$ cat config.mk
export PLATFORM = sky130hd
export DESIGN_NAME = pc_unit
export DESIGN_NICKNAME = d
export VERILOG_FILES = /design/src/rtl/pc_unit_pkg.sv /design/src/rtl/pc_target_gen.sv /design/src/rtl/pc_unit.sv
export SDC_FILE = /design/constraint.sdc
export NUM_CORES = 1
export LEC_CHECK = 0
export BUFFER_PORTS_ARGS = -buffer_cell sky130_fd_sc_hd__buf_2
export CORE_MARGIN = 3
export CORE_UTILIZATION = 43
export DETAILED_ROUTE_END_ITERATION = 12
export PLACE_DENSITY = 0.7
export SLEW_MARGIN = 30
export SYNTH_ARGS = -nofsm -noshare
export SYNTH_HDL_FRONTEND = slang
export SYNTH_SLANG_ARGS = --single-unit
$ cat constraint.sdc
create_clock -name clk -period 5.7 [get_ports clk]
set_clock_uncertainty 0.2 [all_clocks]
set_input_delay 0.855 -clock clk [delete_from_list [all_inputs] [get_ports clk]]
set_output_delay 0.855 -clock clk [all_outputs]
set_load 0.005 [all_outputs]
$ cat src/rtl/pc_unit_pkg.sv
// Shared types and constants for the program-counter unit.
// Select encodings, FSM states and the default reset vector.
package pc_unit_pkg;

    typedef enum logic [1:0] {
        PC_SEQ  = 2'b00,
        PC_REL  = 2'b01,
        PC_JALR = 2'b10,
        PC_TRAP = 2'b11
    } pc_sel_e;

    typedef enum logic {
        ST_RUN  = 1'b0,
        ST_HALT = 1'b1
    } pc_state_e;

    localparam logic [31:0] DEF_RESET_VECTOR = 32'h0000_0000;

    // Number of low address bits that must be zero for a given alignment.
    function automatic int ialign_bits(input int ialign);
        return (ialign == 2) ? 1 : 2;
    endfunction

endpackage

$ cat src/rtl/pc_target_gen.sv
// Next-PC target selection and misalignment detection.
// Purely combinational; all arithmetic wraps modulo 2^XLEN.
module pc_target_gen
    import pc_unit_pkg::*;
#(
    parameter int XLEN   = 32,
    parameter int IALIGN = 4
) (
    input  logic [1:0]      i_sel,
    input  logic [XLEN-1:0] i_pc,
    input  logic [XLEN-1:0] i_imm,
    input  logic [XLEN-1:0] i_rs1,
    input  logic [XLEN-1:0] i_trap_vec,
    output logic [XLEN-1:0] o_pc_plus4,
    output logic [XLEN-1:0] o_target,
    output logic            o_misalign
);

    localparam int AB = ialign_bits(IALIGN);
    localparam logic [XLEN-1:0] FOUR = XLEN'(4);
    localparam logic [XLEN-1:0] AMASK = {{(XLEN-AB){1'b1}}, {AB{1'b0}}};

    pc_sel_e         w_sel;
    logic [XLEN-1:0] w_rel;
    logic [XLEN-1:0] w_jalr_sum;
    logic [XLEN-1:0] w_jalr;
    logic [XLEN-1:0] w_trap;

    assign w_sel      = pc_sel_e'(i_sel);
    assign o_pc_plus4 = i_pc + FOUR;
    assign w_rel      = i_pc + i_imm;
    assign w_jalr_sum = i_rs1 + i_imm;
    assign w_jalr     = {w_jalr_sum[XLEN-1:1], 1'b0};
    assign w_trap     = i_trap_vec & AMASK;

    always_comb begin
        o_target = o_pc_plus4;
        unique case (w_sel)
            PC_SEQ:  o_target = o_pc_plus4;
            PC_REL:  o_target = w_rel;
            PC_JALR: o_target = w_jalr;
            PC_TRAP: o_target = w_trap;
        endcase
    end

    // Trap vectors are force-aligned above, so they can never fault.
    assign o_misalign = (w_sel != PC_TRAP) && (|(o_target & ~AMASK));

endmodule

$ cat src/rtl/pc_unit.sv
// Program-counter unit: PC register, RUN/HALT FSM on misaligned
// targets, held fault address and a retired-update counter.
module pc_unit
    import pc_unit_pkg::*;
#(
    parameter int              XLEN         = 32,
    parameter logic [XLEN-1:0] RESET_VECTOR = XLEN'(DEF_RESET_VECTOR),
    parameter int              IALIGN       = 4,
    parameter int              CNT_W        = 64
) (
    input  logic             clk,
    input  logic             areset,
    input  logic             en,
    input  logic [1:0]       pc_sel,
    input  logic [XLEN-1:0]  imm,
    input  logic [XLEN-1:0]  rs1,
    input  logic [XLEN-1:0]  trap_vec,
    output logic [XLEN-1:0]  pc,
    output logic [XLEN-1:0]  pc_plus4,
    output logic             halted,
    output logic             fault,
    output logic [XLEN-1:0]  fault_addr,
    output logic [CNT_W-1:0] instret
);

    pc_state_e        r_state;
    pc_state_e        w_state_nxt;
    logic [XLEN-1:0]  r_pc;
    logic [XLEN-1:0]  r_fault_addr;
    logic [CNT_W-1:0] r_instret;

    logic [XLEN-1:0]  w_pc_plus4;
    logic [XLEN-1:0]  w_target;
    logic             w_misalign;
    logic             w_is_trap;
    logic             w_pc_we;
    logic             w_cnt_inc;
    logic             w_fault;

    pc_target_gen #(
        .XLEN   (XLEN),
        .IALIGN (IALIGN)
    ) u_tgen (
        .i_sel      (pc_sel),
        .i_pc       (r_pc),
        .i_imm      (imm),
        .i_rs1      (rs1),
        .i_trap_vec (trap_vec),
        .o_pc_plus4 (w_pc_plus4),
        .o_target   (w_target),
        .o_misalign (w_misalign)
    );

    assign w_is_trap = (pc_sel_e'(pc_sel) == PC_TRAP);

    always_ff @(posedge clk or negedge areset) begin
        if (!areset) begin
            r_state <= ST_RUN;
        end else begin
            r_state <= w_state_nxt;
        end
    end

    always_comb begin
        w_state_nxt = r_state;
        unique case (r_state)
            ST_RUN: begin
                if (en && w_misalign) begin
                    w_state_nxt = ST_HALT;
                end
            end
            ST_HALT: begin
                if (en && w_is_trap) begin
                    w_state_nxt = ST_RUN;
                end
            end
        endcase
    end

    // fault is a same-cycle strobe; gated by areset so it reads 0 in reset.
    always_comb begin
        w_pc_we   = 1'b0;
        w_cnt_inc = 1'b0;
        w_fault   = 1'b0;
        unique case (r_state)
            ST_RUN: begin
                if (en) begin
                    if (w_misalign) begin
                        w_fault = areset;
                    end else begin
                        w_pc_we   = 1'b1;
                        w_cnt_inc = !w_is_trap;
                    end
                end
            end
            ST_HALT: begin
                w_pc_we = en && w_is_trap;
            end
        endcase
    end

    always_ff @(posedge clk or negedge areset) begin
        if (!areset) begin
            r_pc <= RESET_VECTOR;
        end else if (w_pc_we) begin
            r_pc <= w_target;
        end
    end

    always_ff @(posedge clk or negedge areset) begin
        if (!areset) begin
            r_fault_addr <= '0;
        end else if (w_fault) begin
            r_fault_addr <= w_target;
        end
    end

    always_ff @(posedge clk or negedge areset) begin
        if (!areset) begin
            r_instret <= '0;
        end else if (w_cnt_inc) begin
            r_instret <= r_instret + CNT_W'(1);
        end
    end

    assign pc         = r_pc;
    assign pc_plus4   = w_pc_plus4;
    assign halted     = (r_state == ST_HALT);
    assign fault      = w_fault;
    assign fault_addr = r_fault_addr;
    assign instret    = r_instret;

endmodule

==> results.toml <==
[run_status]
status = "complete, no violations"

[clock_tree]
cts_tree = "built"
clk_pin_slew_ns = 0.06
cts_root_buf = "clkbuf_16"
post-cts-setup-buffers = 0
ctsHoldBuffers = 0
clkLatencyLatePin_ns = 0.42
cts-htree-levels = 4
cts-resized-gates = 0
cts.sinks = 129
cts_made_buffers = 17
clk_path_buf_depth = 2

[yosys]
synthTopCellsByArea = "dfrtp_1 33%, xnor2_1 9.0%, ha_1 8.0%"
synth_seq_cells = 129
yosys_warnings = 0
syn_inst = 1142
yosysSeqAreaShare = 0.328
synthArstFlopShare = 1.00
synthFlopType = "dfrtp_1"
synth_area_um2 = 9830
postSynthAreaPerCell_um2 = 8.61
synth_area_leader_cell = "dfrtp_1"
synth_edf_count = 0
synth_cell_types = 84
synth_nets = 1308
synth_top_cell_area_share = 0.328

[route]
wl_per_cell_um = 19.7
drt_iter0_drc = 802
vias = 9614
ant_nets = 0
via_per_inst = 5.73
wirelength_um = 33000
drc = 0
first_pass_iters = 5

[grt]
grt_first_pass_wirelength_um = 51600
grt.total_usage = 0.265
grt_overflow = 0
grt_max_degree = 83
grt_pass1_vias = 9320
antenna_found_initial = 1

[timing]
tightest_slew_ns = 0.875
final_hold_viol_count = 0
fin_crit_sh = 0.714
hold_ws_ns = 0.169
finalMaxSlewViolations = 0
fmax_mhz = 246
tns_ns = 0
maxSlewHeadroom = 0.413
finalSetupViolCount = 0
period_needed_ns = 4.07
rsz0062_at_grt = "no"

[power]
p_sw_frac = 0.411
clkPwrFrac = 0.246
seqPwrFrac = 0.303
ir_drop_mv = 0.207
totalPowerFinal_mw = 4.65
intPower_mw = 2.74
static-leakage-power_nw = 5.82
power_density_nw_per_um2 = 390
p_switching_mw = 1.91
comb_power_share = 0.450

[setup_path]
slowest_delay_ns = 0.85
crit_chain = "buf_2, buf_4, clkinv_1, nor2_1, o21a_1, mux2_2"
worst-path-buf-inv = 3
crit_path_max_fanout = 35
cp.required_ns = 5.79
critPathTopFamily = "buffers and inverters"
crit_path_start_kind = "input pin"
arrival_ns = 4.16
cpMaxStageDelayCell = "clkinv_1"
end_kind = "register"
path_class = "input pin to register"

[placement]
place.gp.congestion = 0.979
hpwl_um = 26000
io_buffers = 260

[layout]
nets = 1550
fin_util = 0.538
area_delta_synth_final_pct = 21.4
drive_above_1_share = 0.242
diodes = 0
fillers = 2097

[floorplanning]
initial_core_util = 0.443
pin_count = 263
fp-row-count = 54
die_x_um = 157
core_area_um2 = 22200
die_y_um = 157
die-area_um2 = 24700

[flow_run]
cap_violations = 0

[min_path]
min_path_type = "input pin to async pin"
-- per-layer routing --
layer  global-route usage  part of all wire  wire length (µm)  vias to the layer above
li1                     -                 -                 -                     4615
met1                0.363              0.45             14800                     4559
met2                0.433              0.47             15400                      389
met3               0.0432             0.062              2060                       49
met4               0.0777             0.021               681                        2
met5                    0           0.00039                13                        -
-- power groups by stage --
stage                     Combinational (mW)  Sequential [mW]  Clock [mW]
after detailed placement                2.06             1.42           0
after CTS                               2.08             1.41        1.16
after global placement                  2.04             1.42           0
final                                   2.10             1.41        1.15
after global routing                    2.31             1.44        1.21
after floorplan                         1.31             1.36           0
-- metrics by stage --
step | instances | setup WS, ns | area, µm²
floorplan | 1142 | 1.78 | 9830
global placement | 1645 | 1.33 | 11300
detailed placement | 1645 | 1.31 | 11300
CTS | 1677 | 1.73 | 11900
global route | 1677 | 1.42 | 11900
finish | 1677 | 1.63 | 11900
-- cells by family after synthesis --
logic type,Yosys count,share of synthesized area
buffers and inverters,67,0.0331
DFF,129,0.328
adders and majority gates,65,0.0843
xor gates and xnor gates,139,0.124
AOI/OAI and AO/OA,284,0.185
and+or+nand+nor,436,0.212
muxes,22,0.0334
-- cell usage after synthesis, types with 4 or more instances --
cell type	count
a211o_1	4
a211oi_1	4
a21o_1	22
a21oi_1	75
a221oi_1	6
a31oi_1	12
and2_1	5
and3_1	20
and4_1	6
buf_2	6
buf_4	5
clkbuf_1	26
dfrtp_1	129
ha_1	63
inv_1	21
mux2_2	5
mux2i_1	8
mux4_2	8
nand2_1	177
nand2b_1	7
nand3_1	64
nand4_1	28
nor2_1	75
nor3_1	20
o211ai_1	15
o21a_1	10
o21ai_0	55
o21ai_1	26
o21ai_2	4
o21bai_1	5
o221ai_1	4
o22ai_1	7
o31ai_1	5
or2_1	4
or3_1	6
xnor2_1	101
xor2_1	38
-- final cells by class --
class / instances / area (µm²) / share of cell area
Sequential cell: 129 / 3230 / 0.271
Clock buffer: 19 / 453 / 0.0380
Tap cell: 280 / 350 / 0.0294
Inverter: 23 / 86.3 / 0.00724
Multi-Input combinational cell: 946 / 6270 / 0.526
Clock inverter: 13 / 173 / 0.0145
Timing Repair Buffer: 267 / 1360 / 0.114
-- state kept, by name (all words and copies together) (netlist names) --
name	count
instret	64
halted	1
fault_addr	32
pc	32
-- worst paths after layout --
path                                          from                         to  slack, ns  cells after the start
max                                      pc_sel[0]         pc[20]$_DFFE_PN0P_       1.63                      6
min                                         areset         pc[30]$_DFFE_PN0P_       0.17                      1
max reg2reg                      pc[0]$_DFFE_PN0P_         pc[30]$_DFFE_PN0P_       1.98                     11
min reg2reg                instret[63]$_DFFE_PN0P_    instret[63]$_DFFE_PN0P_       0.26                      1
max in group asynchronous                   areset  fault_addr[5]$_DFFE_PN0P_       4.02                      2
min in group clk           instret[63]$_DFFE_PN0P_    instret[63]$_DFFE_PN0P_       0.26                      1
-- worst register-to-register path, delay by kind of cell, from the launching register on --
family          cells  cell delay, ns
compound gates      7            1.93
fa+ha+maj           2            0.73
simple gates        1            0.19
flops               1            0.43
xor+xnor            1            0.10
-- placed cells by master, fill, tap and decap left out, drive strengths merged, types with 30 or more instances in the layout --
master / n
ha: 63
nand2: 178
dfrtp: 129
buf: 267
a21oi: 75
nor2: 78
xor2: 38
nand3: 65
nand4: 30
o21ai: 85
xnor2: 101
No activity file was read; power rests on OpenSTA's default activity.
